**src/rtl/uart_pkg.sv**
```systemverilog
// Shared types and line levels for the byte UART transmitter.
// Optional parity stage is controlled by the UART_TX_PARITY_EN macro.
package uart_pkg;

`ifdef UART_TX_PARITY_EN
   typedef enum logic [2:0] {IDLE, START, DATA, PARITY, STOP} tx_state_t;
`else
   typedef enum logic [2:0] {IDLE, START, DATA, STOP} tx_state_t;
`endif

   localparam logic LINE_START = 1'b0;
   localparam logic LINE_STOP  = 1'b1;
   localparam logic LINE_IDLE  = 1'b1;

   // Even parity: the parity bit makes the total count of ones even.
   function automatic logic even_parity(input logic [7:0] d);
      return ^d;
   endfunction

endpackage

```
**src/rtl/uart_tx_fifo.sv**
```systemverilog
// Byte FIFO feeding the transmitter: registered storage, wrapping pointers,
// occupancy count. Read data is the current head so a pop can latch it directly.
module uart_tx_fifo #(
   parameter int DEPTH = 4
) (
   input  logic                     clk,
   input  logic                     rst_n,
   input  logic [7:0]               wr_data,
   input  logic                     wr_valid,
   output logic                     wr_ready,
   input  logic                     rd_en,
   output logic [7:0]               rd_data,
   output logic                     empty,
   output logic [$clog2(DEPTH):0]   count
);

   localparam int PW = $clog2(DEPTH);
   localparam int CW = PW + 1;

   logic [7:0]    mem_reg [DEPTH];
   logic [PW-1:0] wr_ptr_reg;
   logic [PW-1:0] rd_ptr_reg;
   logic [CW-1:0] count_reg;
   logic          push;
   logic          pop;

   // Readiness depends only on occupancy, never on a same-cycle pop.
   assign wr_ready = (count_reg != CW'(DEPTH));
   assign empty    = (count_reg == '0);
   assign count    = count_reg;
   assign rd_data  = mem_reg[rd_ptr_reg];
   assign push     = wr_valid && wr_ready;
   assign pop      = rd_en && !empty;

   always_ff @(posedge clk) begin
      if (push) begin
         mem_reg[wr_ptr_reg] <= wr_data;
      end
   end

   always_ff @(posedge clk) begin
      if (!rst_n) begin
         wr_ptr_reg <= '0;
         rd_ptr_reg <= '0;
         count_reg  <= '0;
      end else begin
         if (push) begin
            wr_ptr_reg <= wr_ptr_reg + PW'(1);
         end
         if (pop) begin
            rd_ptr_reg <= rd_ptr_reg + PW'(1);
         end
         case ({push, pop})
            2'b10:   count_reg <= count_reg + CW'(1);
            2'b01:   count_reg <= count_reg - CW'(1);
            default: count_reg <= count_reg;
         endcase
      end
   end

endmodule

```
**src/rtl/uart_byte_tx.sv**
```systemverilog
// Queued 8N1 UART transmitter with per-frame latched baud divisor.
// Define UART_TX_PARITY_EN for 8E1 frames (even parity bit before stop).
module uart_byte_tx
   import uart_pkg::*;
#(
   parameter int FIFO_DEPTH = 4,
   parameter int DIV_W      = 16
) (
   input  logic                          clk,
   input  logic                          rst_n,
   input  logic                          ena,
   input  logic [DIV_W-1:0]              baud_div,
   input  logic [7:0]                    tx_data,
   input  logic                          tx_valid,
   output logic                          tx_ready,
   output logic                          tx,
   output logic                          busy,
   output logic [$clog2(FIFO_DEPTH):0]   fifo_count
);

   tx_state_t        state_reg, state_next;
   logic [DIV_W-1:0] div_cnt_reg, div_cnt_next;
   logic [DIV_W-1:0] div_lat_reg, div_lat_next;
   logic [2:0]       bit_cnt_reg, bit_cnt_next;
   logic [7:0]       shift_reg, shift_next;
   logic             tx_reg;
`ifdef UART_TX_PARITY_EN
   logic             par_reg, par_next;
`endif
   logic             fifo_empty;
   logic [7:0]       fifo_rd_data;
   logic             can_load;
   logic             load;
   logic             bit_end;

   uart_tx_fifo #(.DEPTH(FIFO_DEPTH)) u_fifo (
      .clk      (clk),
      .rst_n    (rst_n),
      .wr_data  (tx_data),
      .wr_valid (tx_valid),
      .wr_ready (tx_ready),
      .rd_en    (load),
      .rd_data  (fifo_rd_data),
      .empty    (fifo_empty),
      .count    (fifo_count)
   );

   assign can_load = ena && !fifo_empty;
   assign bit_end  = (div_cnt_reg == div_lat_reg);
   assign tx       = tx_reg;
   assign busy     = (state_reg != IDLE) || !fifo_empty;

   always_comb begin
      state_next   = state_reg;
      div_cnt_next = div_cnt_reg;
      div_lat_next = div_lat_reg;
      bit_cnt_next = bit_cnt_reg;
      shift_next   = shift_reg;
`ifdef UART_TX_PARITY_EN
      par_next     = par_reg;
`endif
      load         = 1'b0;

      if (state_reg != IDLE) begin
         div_cnt_next = bit_end ? '0 : div_cnt_reg + DIV_W'(1);
      end

      case (state_reg)
         IDLE:  load = can_load;
         START: if (bit_end) state_next = DATA;
         DATA: begin
            if (bit_end) begin
               shift_next   = {1'b0, shift_reg[7:1]};
               bit_cnt_next = bit_cnt_reg + 3'd1;
               if (bit_cnt_reg == 3'd7) begin
`ifdef UART_TX_PARITY_EN
                  state_next = PARITY;
`else
                  state_next = STOP;
`endif
               end
            end
         end
`ifdef UART_TX_PARITY_EN
         PARITY: if (bit_end) state_next = STOP;
`endif
         STOP: begin
            // Chain straight into the next queued frame without an idle bit.
            if (bit_end) begin
               if (can_load) load = 1'b1;
               else          state_next = IDLE;
            end
         end
         default: state_next = IDLE;
      endcase

      if (load) begin
         state_next   = START;
         shift_next   = fifo_rd_data;
         div_lat_next = baud_div;
         div_cnt_next = '0;
         bit_cnt_next = '0;
`ifdef UART_TX_PARITY_EN
         par_next     = even_parity(fifo_rd_data);
`endif
      end
   end

   always_ff @(posedge clk) begin
      if (!rst_n) begin
         state_reg   <= IDLE;
         div_cnt_reg <= '0;
         div_lat_reg <= '0;
         bit_cnt_reg <= '0;
         shift_reg   <= '0;
         tx_reg      <= LINE_IDLE;
`ifdef UART_TX_PARITY_EN
         par_reg     <= 1'b0;
`endif
      end else begin
         state_reg   <= state_next;
         div_cnt_reg <= div_cnt_next;
         div_lat_reg <= div_lat_next;
         bit_cnt_reg <= bit_cnt_next;
         shift_reg   <= shift_next;
`ifdef UART_TX_PARITY_EN
         par_reg     <= par_next;
`endif
         // Line level follows the state one clock later, so every bit keeps its full width.
         case (state_reg)
            START:   tx_reg <= LINE_START;
            DATA:    tx_reg <= shift_reg[0];
`ifdef UART_TX_PARITY_EN
            PARITY:  tx_reg <= par_reg;
`endif
            default: tx_reg <= LINE_STOP;
         endcase
      end
   end

endmodule

```
**config.mk**
```make
export PLATFORM = sky130hd
export DESIGN_NAME = uart_byte_tx
export DESIGN_NICKNAME = d
export VERILOG_FILES = /design/src/rtl/uart_pkg.sv /design/src/rtl/uart_tx_fifo.sv /design/src/rtl/uart_byte_tx.sv
export SDC_FILE = /design/constraint.sdc
export NUM_CORES = 1
export LEC_CHECK = 0
export CAP_MARGIN = 25
export CORE_ASPECT_RATIO = 0.5
export CORE_MARGIN = 2
export CORE_UTILIZATION = 56
export DETAILED_ROUTE_END_ITERATION = 16
export DONT_BUFFER_PORTS = 1
export PLACE_DENSITY_LB_ADDON = 0.12
export SLEW_MARGIN = 20
export SYNTH_ARGS = -nofsm -noshare
export SYNTH_HDL_FRONTEND = slang
export SYNTH_SLANG_ARGS = --single-unit
```
**constraint.sdc**
```tcl
create_clock -name clk -period 2.6 [get_ports clk]
set_input_delay 0.52 -clock clk [delete_from_list [all_inputs] [get_ports clk]]
set_output_delay 0.52 -clock clk [all_outputs]
set_load 0.02 [all_outputs]
```
==> results of run 1 <==
-- worst paths after layout --
| check | end |
|---|---|
| worst min register to register | shift_reg[7] |
| worst min-delay path | tx |
| worst max register to register | u_fifo.count[2] |
| worst max-delay path | u_fifo.count[2] |
-- layout make-up --
| class | count | area share |
|---|---|---|
| Inverter | 13 | 0.0112 |
| Clock buffer | 9 | 0.0517 |
| Tap cell | 92 | 0.0264 |
| Sequential cell | 87 | 0.474 |
| Timing Repair Buffer | 22 | 0.0379 |
| Multi-Input combinational cell | 206 | 0.375 |
| Clock inverter | 7 | 0.0238 |
-- power by group through the flow --
stage	sequential, uW	clock, uW	combinational, uW
finish	1780	1400	1280
floorplan	1790	0	932
detailed placement	1810	0	1190
global route	1810	1480	1420
global placement	1800	0	1160
CTS	1790	1420	1250
-- cells in the final DEF (no fill, tap or decap), types with 5 or more instances in the layout --
cell / Yosys / routed
and3_1: 10 / 10
inv_1: 12 / 12
nor2b_1: 17 / 17
mux4_2: 8 / 8
xnor2_1: 7 / 7
dfxtp_1: 55 / 52
buf_4: 2 / 22
mux2i_1: 26 / 26
edfxtp_1: 32 / 32
and2_1: 5 / 5
nand3_1: 7 / 7
clkbuf_16: 0 / 9
a21oi_1: 7 / 7
nor2_1: 21 / 21
nand2_1: 15 / 15
xor2_1: 28 / 27
ha_1: 12 / 11
o21ai_0: 12 / 12
-- cells in the mapped netlist, types with 3 or more instances --
cell type and instances:
nand3_1 7, ha_1 12, a21oi_1 7, a21boi_0 4, inv_1 12, nor4_1 4, xnor2_1 7, dfxtp_1 55
edfxtp_1 32, and2_1 5, xor2_1 28, buf_6 4, nand4_1 4, clkbuf_1 6, and3_1 10, mux2i_1 26
nor2b_1 17, mux4_2 8, o21ai_0 12, o21a_1 3, nor2_1 21, nand2_1 15
-- per-stage QoR --
stage	power (uW)	area [um2]	cells	utilization	hold WS, ns
floorplan	2720	3800	319	-	0.454
global placement	2960	3970	416	0.599	0.464
detailed placement	3010	3970	416	0.599	0.472
CTS	4450	4310	433	0.651	0.230
global route	4710	4360	436	0.658	0.247
finish	4450	4360	436	0.658	0.247
-- timing repair --
| action | in CTS | in global routing |
|---|---|---|
| pin swaps | 4 | 8 |
| hold buffers | 0 | 0 |
| resized for setup | 3 | 5 |
| buffers inserted | 1 | 3 |
| setup endpoints to repair | 1 | 1 |
-- cells by family after synthesis --
family / Yosys count / share of synthesized area
buf+inv: 26 / 0.0356
compound gates: 31 / 0.0491
flops: 87 / 0.544
mux: 34 / 0.116
simple gates: 93 / 0.130
fa+ha+maj: 13 / 0.0449
xor+xnor: 35 / 0.0808
-- routing by layer --
metal | vias up | global-route usage
met1 | 1084 | 0.232
met5 | - | 0
li1 | 1161 | -
met4 | 0 | 0.0945
met3 | 15 | 0.0855
met2 | 43 | 0.316
==> flow_metrics.tcl, run 1 <==
set metrics [dict create \
    run_status "finished with violations" \
    violations "setup timing" \
    finalWorstSetupSlack_ns -0.00955 \
    required_ns 2.88 \
    ys_top_cells_by_area "dfxtp_1 29%, edfxtp_1 25%, mux2i_1 6.9%" \
    clock_sinks 87 \
    setup_viol 1 \
    hold_depth 1 \
    grt-ovfl-total 0 \
    synth_area_per_cell_um2 11.9 \
    timing.final.crit_share 1.00 \
    drt-met1-wl_mm 2.97 \
    largest_reg_flops 32 \
    hp-class "input port to flip-flop" \
    clockBufferDepth 2 \
    grt_start_max_net_pins 39 \
    root_buffer "clkbuf_16" \
    fmax_ghz 0.383 \
    avgRoutedWirePerCell_um 15.2 \
    synth_edf_count 32 \
    crit_slowest_cell "fa_2" \
    initial_utilization 0.573 \
    synth_warnings 0 \
    met2WireLength_mm 3.17 \
    ant_nets 0 \
    seqPwrFrac 0.400 \
    switchingPower_uw 1360 \
    dieArea_mm2 0.00749 \
    grt_pass1_wl_mm 11.1 \
    num_vias 2303 \
    report.final.hold_viol_count 0 \
    synth-seq-cells 87 \
    post-synth-top-area-cell "dfxtp_1" \
    clk_pin_slew_ns 0.06 \
    grt.total_usage 0.198 \
    cts_tree "done" \
    vdd_drop_max_mv 0.578 \
    rsz0062_at_grt "yes" \
    ys_seq_area_frac 0.544 \
    ff2ff_setup_slack_ns -0.01 \
    cp_slowest_stage_delay_ns 0.37 \
    worstPathArrival_ns 2.88 \
    insertion_delay_ns 0.34 \
    antenna_cells 0 \
    nNetsFinal 380 \
    cp-startpoint "div_lat_reg[3]" \
    p_int_uw 3100 \
    cts_made_buffers 9 \
    drt_iter0_markers 124 \
    crit_buf_inv 2 \
    postSynthCellCount 319 \
    htreeDepth 3 \
    critical_path_class "flip-flop to flip-flop" \
    synth_cell_types 38 \
    syn_to_final_growth_pct 14.9 \
    netlist_area_mm2 0.00379 \
    drtPass1Iterations 4 \
    comb_power_share 0.287 \
    swShare 0.305 \
    tightestPinTransition_ns 0.568 \
    cp_top_family "simple AND/OR/NAND/NOR gates" \
    num_rows 21 \
    regArea_mm2 0.00207 \
    power_density_mw_per_mm2 1020 \
    multi_input_comb_area_mm2 0.00163 \
    synthFlopType "dfxtp_1" \
    fp.dieH_um 62.2 \
    netlist.area_leader.share 0.290 \
    min_from "rst_n" \
    max-cap-violations 0 \
    route.met3.wl_um 325 \
    grt_pass1_vias 2388 \
    worst-path-stages 11 \
    leakagePower_uw 0.00177 \
    clock_skew_ns 0.00811 \
    drive_above_1_share 0.163 \
    port_buffers 0 \
    dpl.hpwl_mm 4.46 \
    slew_headroom 0.622 \
    crit_path_end_kind "flip-flop" \
    highest_layer "met4" \
    final.min_clock_period_ns 2.61 \
    reg2reg_from "div_lat_reg[3]" \
    reg2regPathDepth 11 \
    crit_fanout 2 \
    pin_count 34 \
    startpoint_type "flip-flop" \
    die-width_um 120 \
    async_reset_ff_frac 0 \
    via_per_inst 5.28 \
    core_mm2 0.00662 \
    wl_mm 6.61 \
    antenna_found_initial 0 \
    setup_tns_ns -0.00955 \
    report.final.slew_viol_count 0 \
    nFillCells 514 \
    drc_errors 0 \
    crit_chain "xor2_1 > nor4_1 > nand4_1 > o21a_1 > inv_2 > ha_4 > inv_1 > fa_2 > xor2_2 > or3_1 > a21boi_2" \
    power_frac_clock 0.313 \
    dp_slack_ns -0.0934 \
    place_congestion 0.774 \
    synth_nets 360 \
]
No activity file was read; power rests on OpenSTA's default activity.
==> inputs of run 2 (changes only) <==
- SLEW_MARGIN: 20 -> unset
==> results of run 2 <==
No change in the layout: final DEF, timing and power equal those of run 1.
==> inputs of run 3 (changes only) <==
- CELL_PAD_IN_SITES_DETAIL_PLACEMENT: unset -> 1
- CELL_PAD_IN_SITES_GLOBAL_PLACEMENT: unset -> 2
- CORE_UTILIZATION: 56 -> 38
==> run 3 against run 2 <==
Effect of this change:
- the run now ends clean
- clock skew is 0.0022 ns higher
- fmax up 1.2%
- via count increased by 2.7%
- non-clock buffer count up 5
- total power hardly changed
- core utilization shrank 20 points
- setup slack gained 0.030 ns
- final cell count increased by 11%
- sequential power about the same
- routed wire length rose by 16%
- clock-buffer cell count is the same
- critical path type unchanged
- largest cell class unchanged
==> flow_metrics.tcl, run 3 (same netlist as run 1, synthesis figures left out) <==
set metrics [dict create \
    run_status "complete, no violations" \
    leakagePower_uw 0.00177 \
    grtUsageMet3 0.0479 \
    final_common_cell "dfxtp_1" \
    rsz0062_at_grt "yes" \
    largest_reg_flops 32 \
    crit_fanout 2 \
    vdd_drop_max_mv 0.482 \
    post-route-util 0.460 \
    clk_pin_slew_ns 0.06 \
    cts_made_buffers 9 \
    drtPass1Iterations 4 \
    setup_viol 0 \
    nFillCells 1020 \
    htreeDepth 3 \
    syn_to_final_growth_pct 16.1 \
    port_buffers 0 \
    worstPathArrival_ns 2.85 \
    crit_slowest_cell "dfxtp_2" \
    root_buffer "clkbuf_16" \
    antenna_found_initial 0 \
    place_congestion 0.770 \
    dp_slack_ns -0.0793 \
    clockBufferDepth 2 \
    gr-usage-met1 0.187 \
    nNetsFinal 386 \
    grt_pass1_vias 2519 \
    cp_slowest_stage_delay_ns 0.33 \
    cts_tree "done" \
    pin_count 34 \
    fin_cells 485 \
    report.final.slew_viol_count 0 \
    die-width_um 145 \
    report.final.hold_viol_count 0 \
    tightestPinTransition_ns 0.537 \
    drt_iter0_markers 88 \
    grt-ovfl-total 0 \
    final.min_clock_period_ns 2.58 \
    path_common_cell "xor2_1" \
    clock_sinks 87 \
    crit_path_end_kind "flip-flop" \
    core_mm2 0.00957 \
    critical_path_class "flip-flop to flip-flop" \
    max-cap-violations 0 \
    grt_start_max_net_pins 39 \
    power_density_mw_per_mm2 1010 \
    antenna_cells 0 \
    fmax_ghz 0.388 \
    crit_chain "xor2_1 > nor4_1 > buf_4 > nand4_1 > o21a_1 > inv_2 > ha_4 > inv_1 > fa_2 > xor2_1 > or3_1 > a21boi_1" \
    dieArea_mm2 0.0108 \
    hp-class "input port to flip-flop" \
    finalWorstSetupSlack_ns 0.0208 \
    dpl.hpwl_mm 5.33 \
    drc_errors 0 \
    fp.dieH_um 74.7 \
    startpoint_type "flip-flop" \
    insertion_delay_ns 0.35 \
    ant_nets 0 \
    initial_utilization 0.396 \
    num_vias 2366 \
    slew_headroom 0.642 \
    wl_mm 7.64 \
    clock_skew_ns 0.0103 \
    grt_use_met2 0.273 \
    busiest_layer "met2" \
    mostFrequentLayoutCells "53 x dfxtp_1, 32 x edfxtp_1, 28 x xor2_1" \
    via_per_inst 4.88 \
    place_inst 464 \
    avgRoutedWirePerCell_um 15.7 \
    setup_tns_ns 0 \
    grt.total_usage 0.155 \
    grt_pass1_wl_mm 12.7 \
    num_rows 25 \
    drive_above_1_share 0.171 \
    timing.final.crit_share 0.992 \
    required_ns 2.87 \
]
## run 3: critical path, delay by kind of cell (launching register included)
kind | cells | cell delay, ns
AO/OA/AOI/OAI | 2 | 0.38
flip-flops | 1 | 0.33
buffers and inverters | 3 | 0.28
AND/OR/NAND/NOR | 3 | 0.73
XOR/XNOR | 2 | 0.33
adder cells (fa/ha/maj) | 2 | 0.46
## run 3: where the power goes
group	total, uW	leakage [uW]	switching [uW]	internal [uW]
Clock	1220	0.000132	557	659
Sequential	1780	0.000741	146	1640
Combinational	1450	0.000897	746	708
Total	4450	0.00177	1450	3000
## run 3: path summary, 6_finish.rpt
path                    from              end  slack (ns)  depth (start not counted)
max          div_lat_reg[12]  u_fifo.count[2]        0.02                         12
min                    rst_n               tx        0.26                          1
min reg2reg     shift_reg[7]     shift_reg[7]        0.48                          2
max reg2reg  div_lat_reg[12]  u_fifo.count[2]        0.02                         12
## run 3: stage by stage
step	cell area [um2]	hold WS, ns	power (uW)
global placement	4060	0.463	3020
floorplan	3800	0.454	2720
finish	4400	0.262	4450
detailed placement	4060	0.476	3070
CTS	4380	0.242	4450
global route	4400	0.248	4750
## run 3: timing repair
item | CTS | global route
pin swaps | 3 | 4
gates cloned | 0 | 1
endpoints found under the setup margin | 1 | 13
buffers inserted | 4 | 0
resized for setup | 4 | 6
hold buffers | 0 | 0
## run 3: routing by layer
layer  up-vias  share of wire
li1       1168              -
met1      1156           0.46
met2        32           0.49
met3        10          0.037
met4         0          0.011
met5         -              0
## run 3: cell type report
cell class / instances / area, um2 / area share
multi-input cells: 207 / 1640 / 0.372
inverters: 13 / 48.8 / 0.0111
well taps: 135 / 169 / 0.0384
flip-flops and latches: 87 / 2060 / 0.469
clock inverters: 7 / 56.3 / 0.0128
clock buffers: 9 / 225 / 0.0511
repair buffers: 27 / 203 / 0.0460
